[config.mk]
export PLATFORM = sky130hd
export DESIGN_NAME = sdram_rom_arbiter
export DESIGN_NICKNAME = d
export VERILOG_FILES = /design/src/rtl/rom_arb_pkg.sv /design/src/rtl/rom_arb_chan.sv /design/src/rtl/sdram_rom_arbiter.sv
export SDC_FILE = /design/constraint.sdc
export NUM_CORES = 1
export LEC_CHECK = 0
export CORE_MARGIN = 4
export CORE_UTILIZATION = 45
export CTS_CLUSTER_DIAMETER = 150
export DETAILED_ROUTE_END_ITERATION = 10
export PLACE_DENSITY = 0.86
export SKIP_LAST_GASP = 1
export SLEW_MARGIN = 40
export SYNTH_ARGS = -nofsm -noshare
export SYNTH_HDL_FRONTEND = slang
export SYNTH_HIERARCHICAL = 1
export SYNTH_SLANG_ARGS = --single-unit
export TNS_END_PERCENT = 20
[constraint.sdc]
create_clock -name clk -period 4.45 [get_ports clk]
set_input_delay 0.445 -clock clk [delete_from_list [all_inputs] [get_ports clk]]
set_output_delay 0.445 -clock clk [all_outputs]
set_load 0.05 [all_outputs]
[src/rtl/rom_arb_pkg.sv]
// Shared types for the SDRAM ROM arbiter: channel ids, FSM states and the
// round-robin successor function.
package rom_arb_pkg;

    localparam int AW_DEFAULT = 23;

    typedef enum logic [1:0] {CH_CPU, CH_SND, CH_SPR} chan_t;
    typedef enum logic [1:0] {IDLE, ISSUE, SPR_HI} arb_state_t;

    function automatic chan_t next_chan(input chan_t c);
        case (c)
            CH_CPU:  return CH_SND;
            CH_SND:  return CH_SPR;
            default: return CH_CPU;
        endcase
    endfunction

endpackage

[src/rtl/rom_arb_chan.sv]
// One read client: remembers the address last granted and reports whether the
// client needs service or already holds valid data.
module rom_arb_chan #(
    parameter int W = 23
) (
    input  logic         clk,
    input  logic         reset,
    input  logic [W-1:0] addr,
    input  logic         grant,
    input  logic         done,
    output logic         pending,
    output logic         rdy
);

    logic [W-1:0] last_addr;
    logic         in_service;

    // All-ones reset forces a fetch of whatever address the client presents first.
    always_ff @(posedge clk or posedge reset) begin
        if (reset) begin
            last_addr  <= '1;
            in_service <= 1'b0;
        end else if (grant) begin
            last_addr  <= addr;
            in_service <= 1'b1;
        end else if (done) begin
            in_service <= 1'b0;
        end
    end

    assign pending = (addr != last_addr) || in_service;
    assign rdy     = (addr == last_addr) && !in_service;

endmodule

[src/rtl/sdram_rom_arbiter.sv]
// Shares one SDRAM port between the download writer and the cpu, sound and
// sprite ROM readers; sprite reads are two 16-bit beats merged into 32 bits.
module sdram_rom_arbiter
    import rom_arb_pkg::*;
#(
    parameter int AW = AW_DEFAULT
) (
    input  logic          clk,
    input  logic          reset,
    input  logic          dl_active,
    input  logic          dl_wr,
    input  logic [AW-1:0] dl_addr,
    input  logic [15:0]   dl_data,
    input  logic [1:0]    dl_ds,
    output logic          dl_busy,
    output logic          dl_overrun,
    input  logic [AW-1:0] cpu_addr,
    output logic [15:0]   cpu_q,
    output logic          cpu_rdy,
    input  logic [AW-1:0] snd_addr,
    output logic [15:0]   snd_q,
    output logic          snd_rdy,
    input  logic [AW-2:0] spr_addr,
    output logic [31:0]   spr_q,
    output logic          spr_rdy,
    output logic          mem_req,
    output logic          mem_we,
    output logic [AW-1:0] mem_addr,
    output logic [15:0]   mem_d,
    output logic [1:0]    mem_ds,
    input  logic          mem_ack,
    input  logic [15:0]   mem_q
);

    arb_state_t    state, state_nx;
    chan_t         rr_ptr, cur_ch, sel_ch, cand;
    logic          sel_valid, start_wr, start_rd, ack_lo, fin;
    logic [2:0]    pend, grant, done;
    logic [AW-1:0] dl_addr_r;
    logic [15:0]   dl_data_r;
    logic [1:0]    dl_ds_r;

    rom_arb_chan #(.W(AW)) u_cpu (
        .clk(clk), .reset(reset), .addr(cpu_addr), .grant(grant[CH_CPU]),
        .done(done[CH_CPU]), .pending(pend[CH_CPU]), .rdy(cpu_rdy)
    );
    rom_arb_chan #(.W(AW)) u_snd (
        .clk(clk), .reset(reset), .addr(snd_addr), .grant(grant[CH_SND]),
        .done(done[CH_SND]), .pending(pend[CH_SND]), .rdy(snd_rdy)
    );
    rom_arb_chan #(.W(AW-1)) u_spr (
        .clk(clk), .reset(reset), .addr(spr_addr), .grant(grant[CH_SPR]),
        .done(done[CH_SPR]), .pending(pend[CH_SPR]), .rdy(spr_rdy)
    );

    // Round-robin search starting at the pointer.
    always_comb begin
        // NOTE: every comb output gets a default first so no path leaves it unassigned (no latch).
        sel_valid = 1'b0;
        sel_ch    = CH_CPU;
        cand      = rr_ptr;
        for (int i = 0; i < 3; i++) begin
            if (!sel_valid && pend[cand]) begin
                sel_valid = 1'b1;
                sel_ch    = cand;
            end
            cand = next_chan(cand);
        end
    end

    always_ff @(posedge clk or posedge reset) begin
        if (reset) state <= IDLE;
        else       state <= state_nx;
    end

    always_comb begin
        state_nx = state;
        start_wr = 1'b0;
        start_rd = 1'b0;
        ack_lo   = 1'b0;
        fin      = 1'b0;
        case (state)
            IDLE: begin
                if (dl_busy) begin
                    start_wr = 1'b1;
                    state_nx = ISSUE;
                end else if (!dl_active && sel_valid) begin
                    start_rd = 1'b1;
                    state_nx = ISSUE;
                end
            end
            ISSUE: begin
                if (mem_ack) begin
                    if (!mem_we && cur_ch == CH_SPR) begin
                        ack_lo   = 1'b1;
                        state_nx = SPR_HI;
                    end else begin
                        fin      = 1'b1;
                        state_nx = IDLE;
                    end
                end
            end
            SPR_HI: begin
                if (mem_ack) begin
                    fin      = 1'b1;
                    state_nx = IDLE;
                end
            end
            default: state_nx = IDLE;
        endcase
    end

    always_comb begin
        grant = '0;
        done  = '0;
        if (start_rd)        grant[sel_ch] = 1'b1;
        if (fin && !mem_we)  done[cur_ch]  = 1'b1;
    end

    // Command fields are registered and held for the whole request.
    always_ff @(posedge clk or posedge reset) begin
        // NOTE: state is updated with non-blocking assignments so every register samples pre-edge values.
        if (reset) begin
            mem_req  <= 1'b0;
            mem_we   <= 1'b0;
            mem_addr <= '0;
            mem_d    <= '0;
            mem_ds   <= '0;
            cur_ch   <= CH_CPU;
            rr_ptr   <= CH_CPU;
        end else if (start_wr) begin
            mem_req  <= 1'b1;
            mem_we   <= 1'b1;
            mem_addr <= dl_addr_r;
            mem_d    <= dl_data_r;
            mem_ds   <= dl_ds_r;
        end else if (start_rd) begin
            mem_req  <= 1'b1;
            mem_we   <= 1'b0;
            mem_d    <= '0;
            mem_ds   <= 2'b11;
            cur_ch   <= sel_ch;
            rr_ptr   <= next_chan(sel_ch);
            case (sel_ch)
                CH_CPU:  mem_addr <= cpu_addr;
                CH_SND:  mem_addr <= snd_addr;
                default: mem_addr <= {spr_addr, 1'b0};
            endcase
        end else if (ack_lo) begin
            mem_addr[0] <= 1'b1;
        end else if (fin) begin
            mem_req <= 1'b0;
            mem_we  <= 1'b0;
        end
    end

    // A new strobe is only accepted once the previous write has been acked.
    always_ff @(posedge clk or posedge reset) begin
        if (reset) begin
            dl_busy    <= 1'b0;
            dl_overrun <= 1'b0;
            dl_addr_r  <= '0;
            dl_data_r  <= '0;
            dl_ds_r    <= '0;
        end else begin
            if (fin && mem_we) dl_busy <= 1'b0;
            if (dl_wr) begin
                if (dl_busy) begin
                    dl_overrun <= 1'b1;
                end else begin
                    dl_busy   <= 1'b1;
                    dl_addr_r <= dl_addr;
                    dl_data_r <= dl_data;
                    dl_ds_r   <= dl_ds;
                end
            end
        end
    end

    always_ff @(posedge clk or posedge reset) begin
        if (reset) begin
            cpu_q <= '0;
            snd_q <= '0;
            spr_q <= '0;
        end else if (mem_ack && !mem_we && state == ISSUE) begin
            case (cur_ch)
                CH_CPU:  cpu_q        <= mem_q;
                CH_SND:  snd_q        <= mem_q;
                default: spr_q[15:0]  <= mem_q;
            endcase
        end else if (mem_ack && state == SPR_HI) begin
            spr_q[31:16] <= mem_q;
        end
    end

endmodule

# Word-level counts from Yosys, hierarchy flattened
# Index checks and enable logic that the tools add are counted.
dict set report totals {
  regBits 227
  output_inout_bits 112
  elab_cells 160
}
dict set report op_classes {
  order_cmp 7
  eq_ne 17
  mux 63
  bitwise_logic 4
  reduce_logical 45
}
# operator n
set ops {}
lappend ops {{$eq 23x23->1} 2}
lappend ops {{$ne 23x23->1} 2}
lappend ops {{$pmux 23 s2} 1}
lappend ops {{$mux 1} 36}
lappend ops {{$mux 16} 2}
lappend ops {{$mux 23} 1}
lappend ops {{$eq 22x22->1} 1}
lappend ops {{$mux 22} 1}
lappend ops {{$ne 22x22->1} 1}
lappend ops {{$mux 2} 10}
lappend ops {{$reduce_and 2->1} 8}
lappend ops {{$lt 2x3->1 const B} 5}
lappend ops {{$logic_and 1x1->1} 14}
lappend ops {{$pmux 2 s2} 3}
lappend ops {{$eq 2x1->1 const B} 5}
lappend ops {{$logic_not 2->1} 5}
lappend ops {{$reduce_bool 2->1} 4}
lappend ops {{$logic_not 1->1} 7}
lappend ops {{$bmux 1 s2} 3}
lappend ops {{$mux 3} 2}
lappend ops {{$ne 3x3->1 const B} 2}
lappend ops {{$pmux 2 s3} 1}
lappend ops {{$reduce_bool 3->1} 2}
lappend ops {{$demux 1 s2} 2}
lappend ops {{8 further kinds} 16}

# Longest topological paths before layout
dict set report logic_depth {
  word_depth 17
  mapped_depth 11
  ltp_nobuf 9
}

# Cells and area by module
# The synthesis kept the hierarchy.
# module instances cells_per_inst area_per_inst_um2
set by_module_without_submodules {}
lappend by_module_without_submodules {sdram_rom_arbiter 1 532 6656.4}
lappend by_module_without_submodules {{rom_arb_chan at u_cpu ...} 2 85 1181.1}
lappend by_module_without_submodules {{rom_arb_chan at u_spr} 1 81 1148.6}

# Worst setup path after synthesis
# Ideal clock, no wire load.
dict set report synth_timing {
  kind {register to register}
  startpoint {register u_spr.last_addr[11]}
  endpoint {register u_snd.last_addr[12]}
  setup_time_ns 0.082
  t_arrival_ns 2.618
  required_time_ns 4.368
  path_slack_ns 1.750
  path_stages_with_launch 11
  period_less_slack_ns 2.700
  path_cell_list {dfstp_2 -> xor2_1 -> nor4_2 -> nand4_1 -> a21bo_4 -> a2111o_1 -> buf_6 -> nor3_4 -> buf_2 -> buf_2 -> mux2_2}
}
dict set report synth_via {
  elab_chain_cells 16
  elab_cells_between_ends 28
}
# element line_no
set synth_lines {}
lappend synth_lines {{start, declared} rom_arb_chan.sv:15} ;# logic [W-1:0] last_addr;
lappend synth_lines {{start signal, assigned} rom_arb_chan.sv:24} ;# last_addr <= addr;
lappend synth_lines {{$ne 22x22->1 *} rom_arb_chan.sv:31} ;# assign pending = (addr != last_addr) || in_service;
lappend synth_lines {{$logic_or 1x1->1 *} rom_arb_chan.sv:31}
lappend synth_lines {{net pend[2]} sdram_rom_arbiter.sv:38} ;# logic [2:0] pend, grant, done;
lappend synth_lines {{$bmux 1 s2} sdram_rom_arbiter.sv:63} ;# if (!sel_valid && pend[cand]) begin
lappend synth_lines {{$mux 1 (not written as such)} sdram_rom_arbiter.sv:63}
lappend synth_lines {{$mux 1} sdram_rom_arbiter.sv:63}
lappend synth_lines {{$logic_not 1->1} sdram_rom_arbiter.sv:63}
lappend synth_lines {{$logic_and 1x1->1} sdram_rom_arbiter.sv:63}
lappend synth_lines {{[... 2 more ...]} --}
lappend synth_lines {{$logic_and 1x1->1} sdram_rom_arbiter.sv:63}
lappend synth_lines {{$mux 2 / $mux 1 (equally long branches)} sdram_rom_arbiter.sv:63}
lappend synth_lines {{$lt 2x3->1 (not written as such), or another cell as far along} sdram_rom_arbiter.sv:116} ;# if (start_rd) grant[sel_ch] = 1'b1;
lappend synth_lines {{$logic_and 1x1->1 (not written as such) / $mux 1 (equally long branches)} {sdram_rom_arbiter.sv:116, sdram_rom_arbiter.sv:87}}
lappend synth_lines {{$mux 1 (on tied branches)} {sdram_rom_arbiter.sv:116, sdram_rom_arbiter.sv:84}}
lappend synth_lines {{$demux 1 s2 / $mux 1 (equally long branches)} {sdram_rom_arbiter.sv:116, sdram_rom_arbiter.sv:82}}
lappend synth_lines {{$mux 3 *} sdram_rom_arbiter.sv:116}
lappend synth_lines {{net grant[1]} sdram_rom_arbiter.sv:38}
lappend synth_lines {{end signal, assigned} rom_arb_chan.sv:24}
lappend synth_lines {{end, declared} rom_arb_chan.sv:15}
# The timed path passes the listed nets; every way through them passes the cells marked *. The select of a mux whose other input is x is not followed.
# A chain may end at the register's enable or synchronous reset.

# Worst setup path after layout
dict set report layout_timing {
  startpoint {input port cpu_addr[13]}
  endpoint {output port cpu_rdy}
}
dict set report layout_via {
  elab_chain_cells 2
}
# element line_no
set layout_lines {}
lappend layout_lines {{start, declared} sdram_rom_arbiter.sv:17} ;# input logic [AW-1:0] cpu_addr,
lappend layout_lines {{$eq 23x23->1} rom_arb_chan.sv:32} ;# assign rdy = (addr == last_addr) && !in_service;
lappend layout_lines {{$logic_and 1x1->1} rom_arb_chan.sv:32}
lappend layout_lines {{end, declared} sdram_rom_arbiter.sv:19} ;# output logic cpu_rdy,
# Every way passes these cells.

==> qor.yml <==
yosys.area.top_type: "dfrtp_1"
cts_root_buffer: "clkbuf_16"
first_pass_iters: 5
reg2reg_from: "u_spr/last_addr[16]$_DFFE_PP1P_"
std_cell_rows: 54
dpl_cell_area_um2: 12900
synth_top_family_by_area: "multiplexers"
antenna_found_initial: 4
worstRegToRegCells: 9
finalSetupViolations: 0
fp.dieArea_um2: 25100
syn_nets: 916
slew_headroom_pct: 47.5
min_from: "mem_addr[21]$_DFFE_PP0P_"
register_area_um2: 5770
io_pins: 242
insertion_delay_ns: 0.52
place_hpwl_mm: 20.5
tns_ns: 0
crit_fanout: 3
synth_ff_type: "dfrtp_1"
cts_tree: "yes"
p_clk_share_pct: 19.1
drv_cap: 0
syn_area_per_cell_um2: 13.0
num_vias: 7427
required_ns: 4.01
yosys-top-cells-count: "dfrtp_1 (159), mux2_2 (158), dfstp_2 (68)"
post-place-cells: 1276
synth_xor_area_share_pct: 5.86
drive_gt1_share_pct: 29.3
grt_pass1_wl_mm: 43.0
wl_per_cell_um: 21.4
cts_sinks: 227
tightest_slew_ns: 0.787
synth-edff-count: 0
synthToLayoutAreaGrowth_pct: 35.4
synthArstFlopShare_pct: 100
ys_ff_latch: 227
synth_area_um2: 10200
multi_input_area_um2: 4190
worst_hold_path_type: "register to register"
peakVddDrop_mv: 0.596
initial_core_util_pct: 46.2
grt_overflow: 0
timing.final.crit_share_pct: 70.3
synthAdderAreaFrac_pct: 0.369
cts_resized: 0
synthSimpleGateAreaFrac_pct: 6.65
design_area_um2: 13800
critPathArrivalTime_ns: 2.68
die_h_um: 158
synthCells: 783
die_w_um: 158
routed_wl_mm: 28.4
gp_congestion: 0.898
ys_warn_count: 6
drc: 0
final_max_slew_viol_count: 0
synth_compound_area_share_pct: 8.69
crit_type: "input pin to output pin"
drtIter0Drc: 533
via_per_inst: 5.61
postCtsSetupBuffers: 0
clk_pin_slew_ns: 0.06
rsz0062_at_grt: "false"
antenna_left: 0
p_comb_share_pct: 45.6
netlist.area_leader.share_pct: 39.1
fill_cells: 1659
first_global_vias: 7629
nets: 1157
ctsHoldBuffers: 0
powerDensity_nw_per_um2: 791
period_minus_slack_ns: 3.13
internal_power_mw: 6.46
whs_ns: 0.480
grt_max_degree: 98
grt_util_all_layers_pct: 22.2
hold_viol_final: 0
port_buffers: 241
h-tree-depth: 1
core_area_um2: 22000
hold_depth: 2
worst_setup_path_start_kind: "input pin"
p_leak_nw: 5.69
numCtsBuffers: 26
max_freq_mhz: 320
endpoint_kind: "output pin"
p_seq_share_pct: 35.3
synth_area_leaders: "dfrtp_1 (39%), dfstp_2 (18%), mux2_2 (17%)"
fin_skew_ns: 0.0153
muxShareOfSynthArea_pct: 19.3
ys_seq_area_share_pct: 56.7
p_switching_mw: 4.42
synth.most_common_cell: "dfrtp_1"
p_sw_share_pct: 40.6
outcome: "completed"
ctsLongestPathBuffers: 3
synth.distinct_cells: 51
cp-startpoint: "cpu_addr[13]"
instances_no_fill: 1324
-- per-stage QoR --
step	utilization, %	power, mW	setup slack (ns)
final	62.5	10.9	1.32
after global routing	62.5	11.4	1.07
after CTS	62.5	10.9	1.31
after detailed placement	58.6	8.79	0.877
after global placement	58.5	8.64	0.915
after floorplan	-	7.10	1.75
-- kinds of logic after synthesis --
kind of cell               after synthesis
and+or+nand+nor                        125
adders and majority gates                3
DFF                                    227
xor gates and xnor gates                68
AOI/OAI and AO/OA                      129
buffers and inverters                   57
muxes                                  174
-- cell usage in the layout, fill, tap and decap left out, types with 3 or more instances in the layout --
cell type / instances
a21o_1: 8
a21oi_1: 3
a221oi_1: 20
a22o_1: 16
buf_4: 15
clkbuf_1: 4
clkbuf_16: 27
clkbuf_8: 9
clkdlybuf4s50_1: 241
clkinv_2: 4
clkinvlp_4: 3
dfrtp_1: 159
dfstp_2: 68
ha_1: 3
inv_1: 9
inv_2: 3
mux2_1: 16
mux2_2: 158
nand2_1: 48
nand2b_1: 3
nand3_1: 25
nand4_1: 13
nor2_1: 9
nor4_1: 5
nor4_2: 5
o21ai_0: 61
o21ai_1: 3
xnor2_1: 44
xor2_1: 24
-- worst paths after layout --
path,end,slack [ns]
max in group asynchronous,dl_data_r[2]$_DFFE_PP0P_,3.16
min in group asynchronous,u_snd/in_service$_DFFE_PP0P_,0.58
worst max register to register,u_cpu/last_addr[22]$_DFFE_PP1P_,1.36
worst max-delay path,cpu_rdy,1.32
worst min-delay path,mem_addr[21]$_DFFE_PP0P_,0.48
worst min register to register,mem_addr[21]$_DFFE_PP0P_,0.48
-- layout make-up --
cell class                      instances  share of cell area (%)
Inverter                               13                   0.382
Sequential cell                       227                    41.9
Tap cell                              280                    2.55
Timing Repair Buffer                  257                    18.5
Antenna cell                            1                  0.0182
Clock buffer                           40                    5.92
Multi-Input combinational cell        499                    30.4
Clock inverter                          7                   0.318
-- flip-flops by register name (all words and copies together), names as in the netlist, 16 cells and up --
register         cells
spr_q               32
dl_addr_r           23
mem_addr            23
u_cpu/last_addr     23
u_snd/last_addr     23
u_spr/last_addr     22
cpu_q               16
dl_data_r           16
mem_d               16
snd_q               16
-- metal layers --
layer / track usage, % / vias up / share of wire [%]
met4: 6.99 / 6 / 3.3
met1: 29.6 / 3709 / 41
met2: 35.9 / 324 / 47
met5: 0 / - / 0.15
met3: 5.68 / 72 / 8.7
li1: - / 3316 / -
-- power groups by stage --
stage               logic, mW  registers (mW)  clock network (mW)
global placement         4.83            3.80                   0
global route             5.24            3.96                2.21
floorplan                1.95            5.15                   0
CTS                      4.97            3.84                2.12
finish                   4.96            3.84                2.08
detailed placement       4.94            3.85                   0
-- critical path: stages --
cell and delay (ns):
clkdlybuf4s50_1 0.59, xnor2_1 0.15, nand4_1 0.14, nor4_2 0.30, and3_1 0.24, clkdlybuf4s50_1 0.82
Power figures use the tool's default switching activity.
==> variant 1 (same settings) <==
Change the package constant `AW_DEFAULT` from 23 to 46.
--- a/src/rtl/rom_arb_pkg.sv
+++ b/src/rtl/rom_arb_pkg.sv
@@ -3,5 +3,5 @@
 package rom_arb_pkg;
 
-    localparam int AW_DEFAULT = 23;
+    localparam int AW_DEFAULT = 46;
 
     typedef enum logic [1:0] {CH_CPU, CH_SND, CH_SPR} chan_t;
Interface: changed (5 resized); port bits go from 242 to 357. The function was not compared with the original's and may differ.
==> variant 1 against the unedited design <==
Setup slack got worse by 0.84 ns. Utilization down 0.69 points. Total power rose by 56%. Cell area grew 56%. Cell count rose by 59%. Synthesized area up 57%. Non-clock buffer count increased by 144. Global-route usage increased by 3.3 points. Count of clock-buffer cells in the layout increased by 19. Die area increased by 54%. Worst hold slack got worse by 0.16 ns. Sequential cell count grew 115. Wire length up 81%. Combinational power rose by 60%.
==> variant 1: results (changes against the unedited design) <==
Pwr
  – Internal power: 10.1 mW (was 6.46 mW)
  – Leakage: 8.97 nW (was 5.69 nW)
  – VDD IR max: 636 uV (was 596 uV)

Yosys
  – Syn_nets: 1481 (was 916)
  – Unique masters post-synth: 61 (was 51)
  – Top post-synthesis cells by area: dfrtp_1 (32%), dfstp_2 (23%), mux2_2 (13%), xnor2_1 (4.4%), mux2_1 (4.2%) (was dfrtp_1 (39%), dfstp_2 (18%), mux2_2 (17%), xnor2_1 (3.8%), o21ai_0 (3.0%))
  – Synth cell count leaders: dfrtp_1 (205), mux2_2 (179), dfstp_2 (137) (was dfrtp_1 (159), mux2_2 (158), dfstp_2 (68))
  – Post-synthesis sequential area ratio: 54.6% (was 56.7%)

Place
  – I/O Buffers: 356 (was 241)
  – Dpl hpwl: 36.9 mm (was 20.5 mm)
  – RD Place Congestion: 0.912 (was 0.898)
  – DP Worst Slack: 0.337 ns (was 0.877 ns)

Global route
  – First-pass GRT wire length: 76.8 mm (was 43.0 mm)
  – Global routing usage on met2: 40.1% (was 35.9%)
  – GRT Total Usage: 25.5% (was 22.2%)
  – Vias in the first global route: 12854 (was 7629)
  – Largest net degree at the start of global routing: 154 (was 98)
  – Met1 usage: 34.6% (was 29.6%)
  – Grt met3 use: 6.14% (was 5.68%)
  – Initial antenna violation count: 8 (was 4)

Hold path
  – Hold WC Path Type: in2async (was reg2reg)

Clock tree
  – Num CTS Buffers: 39 (was 26)

Setup path
  – R2R setup slack: 0.75 ns (was 1.36 ns)
  – Arrival time worst endpoint: 3.52 ns (was 2.68 ns)
  – Reg2reg path depth: 10 (was 9)
  – CP peak stage delay: 0.94 ns (was 0.82 ns)
  – CP Max Fanout: 2 (was 3)

Routing
  – Vias per cell: 5.88 (was 5.61)
  – Initial drt markers: 1148 (was 533)
  – Per-cell routed wire length: 24.3 um (was 21.4 um)

STA
  – Worst slew pin tran: 0.746 ns (was 0.787 ns)
  – WHS: 0.322 ns (was 0.480 ns)
  – Final Skew: 0.0242 ns (was 0.0153 ns)

Cells and area
  – Share of layout cells above drive strength 1: 28.1% (was 29.3%)

Status
  – Outcome: finished clean (unchanged)
-- variant 1: cell types whose count changed in the layout (fill, tap and decap cells not counted), moves of 21 or more --
cell,before,now
mux2_1,16,60
dfrtp_1,159,204
mux2_2,158,179
o21ai_0,61,4
dfstp_2,68,137
a221oi_1,20,41
clkdlybuf4s50_1,241,356
a22oi_1,2,47
xnor2_1,44,80
a21oi_1,3,118
buf_4,15,37
-- variant 1: cell type report --
| type | count | area [um^2] |
|---|---|---|
| multi-input combinational | 812 | 6830 |
| clock inverter | 10 | 115 |
| antenna | 6 | 15.0 |
| tap | 455 | 569 |
| clock buffer | 59 | 1150 |
| sequential | 342 | 8730 |
| fill | 2592 | 13300 |
| timing repair buffer | 401 | 4010 |
| inverter | 21 | 82.6 |
-- variant 1: worst max-delay path by stage --
stage	start	end	slack (ns)
floorplan	spr_addr[32]	u_snd/last_addr[15]$_DFFE_PP1P_	1.31
global placement	spr_addr[31]	mem_addr[42]$_DFFE_PP0P_	0.50
finish	u_spr/last_addr[37]$_DFFE_PP1P_	spr_rdy	0.48
detailed placement	cpu_addr[43]	u_snd/last_addr[34]$_DFFE_PP1P_	0.34
global route	u_spr/last_addr[37]$_DFFE_PP1P_	spr_rdy	0.49
CTS	spr_addr[31]	spr_rdy	0.59
-- variant 1: per-layer routing --
| layer | part of all wire (%) | routed length, um | up-vias |
|---|---|---|---|
| li1 | - | - | 5301 |
| met1 | 41 | 20900 | 6345 |
| met2 | 47 | 24000 | 617 |
| met3 | 8.5 | 4370 | 116 |
| met4 | 3.8 | 1940 | 6 |
| met5 | 0.084 | 43 | - |
-- variant 1: cells by family (layout without fill, tap and decap cells) --
kind of cell / Yosys count / count (layout) / synth area share, %
AND/OR/NAND/NOR: 152 / 152 / 5.10
AO/OA/AOI/OAI: 274 / 274 / 11.6
other: 0 / 6 / 0
multiplexers: 259 / 259 / 18.7
flip-flops: 342 / 342 / 54.6
adder cells (fa/ha/maj): 3 / 3 / 0.235
buffers and inverters: 102 / 491 / 3.02
XOR/XNOR: 124 / 124 / 6.79
-- variant 1: critical path, delay by kind of cell (launching register included) --
| family | cells | cell delay, ns |
|---|---|---|
| buf+inv | 1 | 0.94 |
| xor+xnor | 1 | 0.07 |
| simple gates | 3 | 1.45 |
| flops | 1 | 0.54 |
-- variant 1: power groups by stage --
stage,Clock (mW),Sequential [mW],Combinational (mW)
finish,3.17,5.85,7.93
global placement,0,5.75,7.60
detailed placement,0,5.85,7.80
floorplan,0,7.25,3.52
global route,3.35,6.01,8.33
CTS,3.21,5.82,7.86
-- variant 1: metrics by stage --
stage	power (mW)	cell area, um^2	std cells
global placement	13.3	20200	2029
floorplan	10.8	16000	1256
detailed placement	13.7	20200	2030
global route	17.7	21500	2105
finish	16.9	21500	2106
CTS	16.9	21500	2099
==> variant 2 (same flow settings) <==
Without the edit above. Encoding of `arb_state_t`: now one-hot (3 bits for 3 states).
--- a/src/rtl/rom_arb_pkg.sv
+++ b/src/rtl/rom_arb_pkg.sv
@@ -6,5 +6,5 @@
 
     typedef enum logic [1:0] {CH_CPU, CH_SND, CH_SPR} chan_t;
-    typedef enum logic [1:0] {IDLE, ISSUE, SPR_HI} arb_state_t;
+    typedef enum logic [2:0] {IDLE = 3'b001, ISSUE = 3'b010, SPR_HI = 3'b100} arb_state_t;
 
     function automatic chan_t next_chan(input chan_t c);
Behaviour: no difference found for any inputs over 4 cycles, from zero or initial values and one cycle with reset high; so few cycles prove little.
==> variant 2 against the unedited design <==
First-iteration DRC count decreased by 33%. Total power decreased by 7.1%. Synthesized area increased by 0.57%. Setup slack got worse by 0.077 ns. Sequential cell count increased by 1. Sequential share of layout area increased by 0.33 points. Count of clock-buffer cells in the layout decreased by 8. Cell area decreased by 0.32%. Wire length decreased by 4.2%. Largest power group unchanged.
==> variant 2: results (changes against the unedited design) <==
Cells and area
  – Share of layout cells above drive strength 1: 29.4% (was 29.3%)
  – # diodes: 0 (was 1)
  – Largest Register: spr_q (unchanged)
  – Layout Nets: 1131 (was 1157)

Setup path
  – CP Launch Point: u_cpu/last_addr[8]$_DFFE_PP1P_ (was cpu_addr[13])
  – Reg2reg end: u_spr/last_addr[1]$_DFFE_PP1P_ (was u_cpu/last_addr[22]$_DFFE_PP1P_)
  – CP peak stage delay: 0.82 ns (about the same)
  – Reg2reg path depth: 10 (was 9)
  – Arrival time worst endpoint: 2.76 ns (was 2.68 ns)
  – CP Max Fanout: 2 (was 3)

Yosys
  – Post-Synth Adder-Cell Area: 0% (was 0.369%)
  – Synth Area in Compound Gates: 8.66% (was 8.69%)
  – Syn_nets: 889 (was 916)
  – Synth cell count leaders: dfrtp_1 (159), mux2_2 (153), nand2_1 (70) (was dfrtp_1 (159), mux2_2 (158), dfstp_2 (68))
  – Top post-synthesis cells by area: dfrtp_1 (39%), dfstp_2 (18%), mux2_2 (17%), xnor2_1 (3.8%), a22o_1 (3.1%) (was dfrtp_1 (39%), dfstp_2 (18%), mux2_2 (17%), xnor2_1 (3.8%), o21ai_0 (3.0%))
  – Post-Synth XOR/XNOR Area: 5.82% (was 5.86%)
  – Post-synthesis sequential area ratio: 56.6% (was 56.7%)
  – Synth warn: 6 (unchanged)
  – Mux share of post-synthesis cell area: 19.1% (was 19.3%)
  – Unique masters post-synth: 52 (was 51)

Hold path
  – Worst hold stages: 1 (was 2)
  – Hold Crit Endpoint: dl_overrun$_DFFE_PP0P_ (was mem_addr[21]$_DFFE_PP0P_)
  – Worst hold start: dl_overrun$_DFFE_PP0P_ (was mem_addr[21]$_DFFE_PP0P_)

Routing
  – Vias post-DR: 7124 (was 7427)
  – Initial drt markers: 357 (was 533)
  – DRT Wirelength: 27.2 mm (was 28.4 mm)

Global route
  – Largest net degree at the start of global routing: 158 (was 98)
  – Initial antenna violation count: 1 (was 4)
  – First-pass GRT wire length: 42.6 mm (was 43.0 mm)
  – Vias in the first global route: 7507 (was 7629)
  – GRT Total Usage: 20.9% (was 22.2%)

STA
  – Worst slew pin tran: 0.694 ns (was 0.787 ns)
  – Final Skew: 0.0190 ns (was 0.0153 ns)

Place
  – Dpl hpwl: 19.8 mm (was 20.5 mm)
  – RD Place Congestion: 0.933 (was 0.898)

Pwr
  – VDD IR max: 330 uV (was 596 uV)
  – Leakage: 5.97 nW (was 5.69 nW)

Clock tree
  – CTS Buffer Depth: 3 (unchanged)
  – Clock Latency Late Sink: 0.52 ns (about the same)

Status
  – Outcome: finished clean (unchanged)
==> variant 2: cell count changes in the layout (fill, tap and decap cells not counted), sizes merged, moves of 6 or more <==
| cell | delta |
|---|---|
| a221o | +19 |
| a221oi | -17 |
| a22o | +20 |
| clkbuf | -8 |
| clkinv | +6 |
| nand2 | +22 |
| nand3 | -19 |
| o21ai | -40 |
==> variant 2: worst max-delay path by stage <==
stage | endpoint | cells after the start
global placement | mem_addr[0]$_DFFE_PP0P_ | 11
detailed placement | mem_addr[0]$_DFFE_PP0P_ | 10
floorplan | u_cpu/last_addr[12]$_DFFE_PP1P_ | 11
global route | mem_addr[0]$_DFFE_PP0P_ | 9
CTS | cpu_rdy | 5
finish | cpu_rdy | 5
==> variant 2: final cells by class <==
class | count | area [um^2]
clock inverters | 13 | 123
repair buffers | 253 | 2550
inverters | 11 | 45.0
well taps | 280 | 350
multi-input cells | 482 | 4180
fillers | 1629 | 8370
flip-flops and latches | 228 | 5790
clock buffers | 32 | 682
==> variant 2: critical path: cells and delay by family, from the launching register on <==
family | cells | cell delay [ns]
buffers and inverters | 1 | 0.82
DFF | 1 | 0.54
and+or+nand+nor | 3 | 0.76
xor gates and xnor gates | 1 | 0.13
==> variant 2: per-stage QoR <==
stage / instances / setup slack [ns] / cell area, um^2 / hold slack [ns]
3_3_place_gp: 1252 / 0.867 / 12900 / 0.441
2_1_floorplan: 759 / 1.78 / 10200 / 0.431
6_report: 1299 / 1.24 / 13700 / 0.454
3_5_place_dp: 1253 / 0.921 / 12900 / 0.446
5_1_grt: 1299 / 1.14 / 13700 / 0.486
4_1_cts: 1298 / 1.21 / 13700 / 0.457
==> variant 2: logic make-up after synthesis <==
group | after synthesis
buffers and inverters | 49
multiplexers | 173
AND/OR/NAND/NOR | 135
XOR/XNOR | 68
AO/OA/AOI/OAI | 106
flip-flops | 228
==> variant 2: layer usage <==
metal,part of all wire [%],vias up,global-route usage [%]
met5,0.059,-,0
met4,3.7,2,7.50
met3,8.1,57,5.31
met2,47,287,34.1
met1,41,3563,27.2
li1,-,3215,-
==> variant 2: power by group <==
part	switching [mW]	internal, mW
Combinational	2.59	1.87
Clock	0.819	1.20
Sequential	0.531	3.10
Total	3.94	6.17
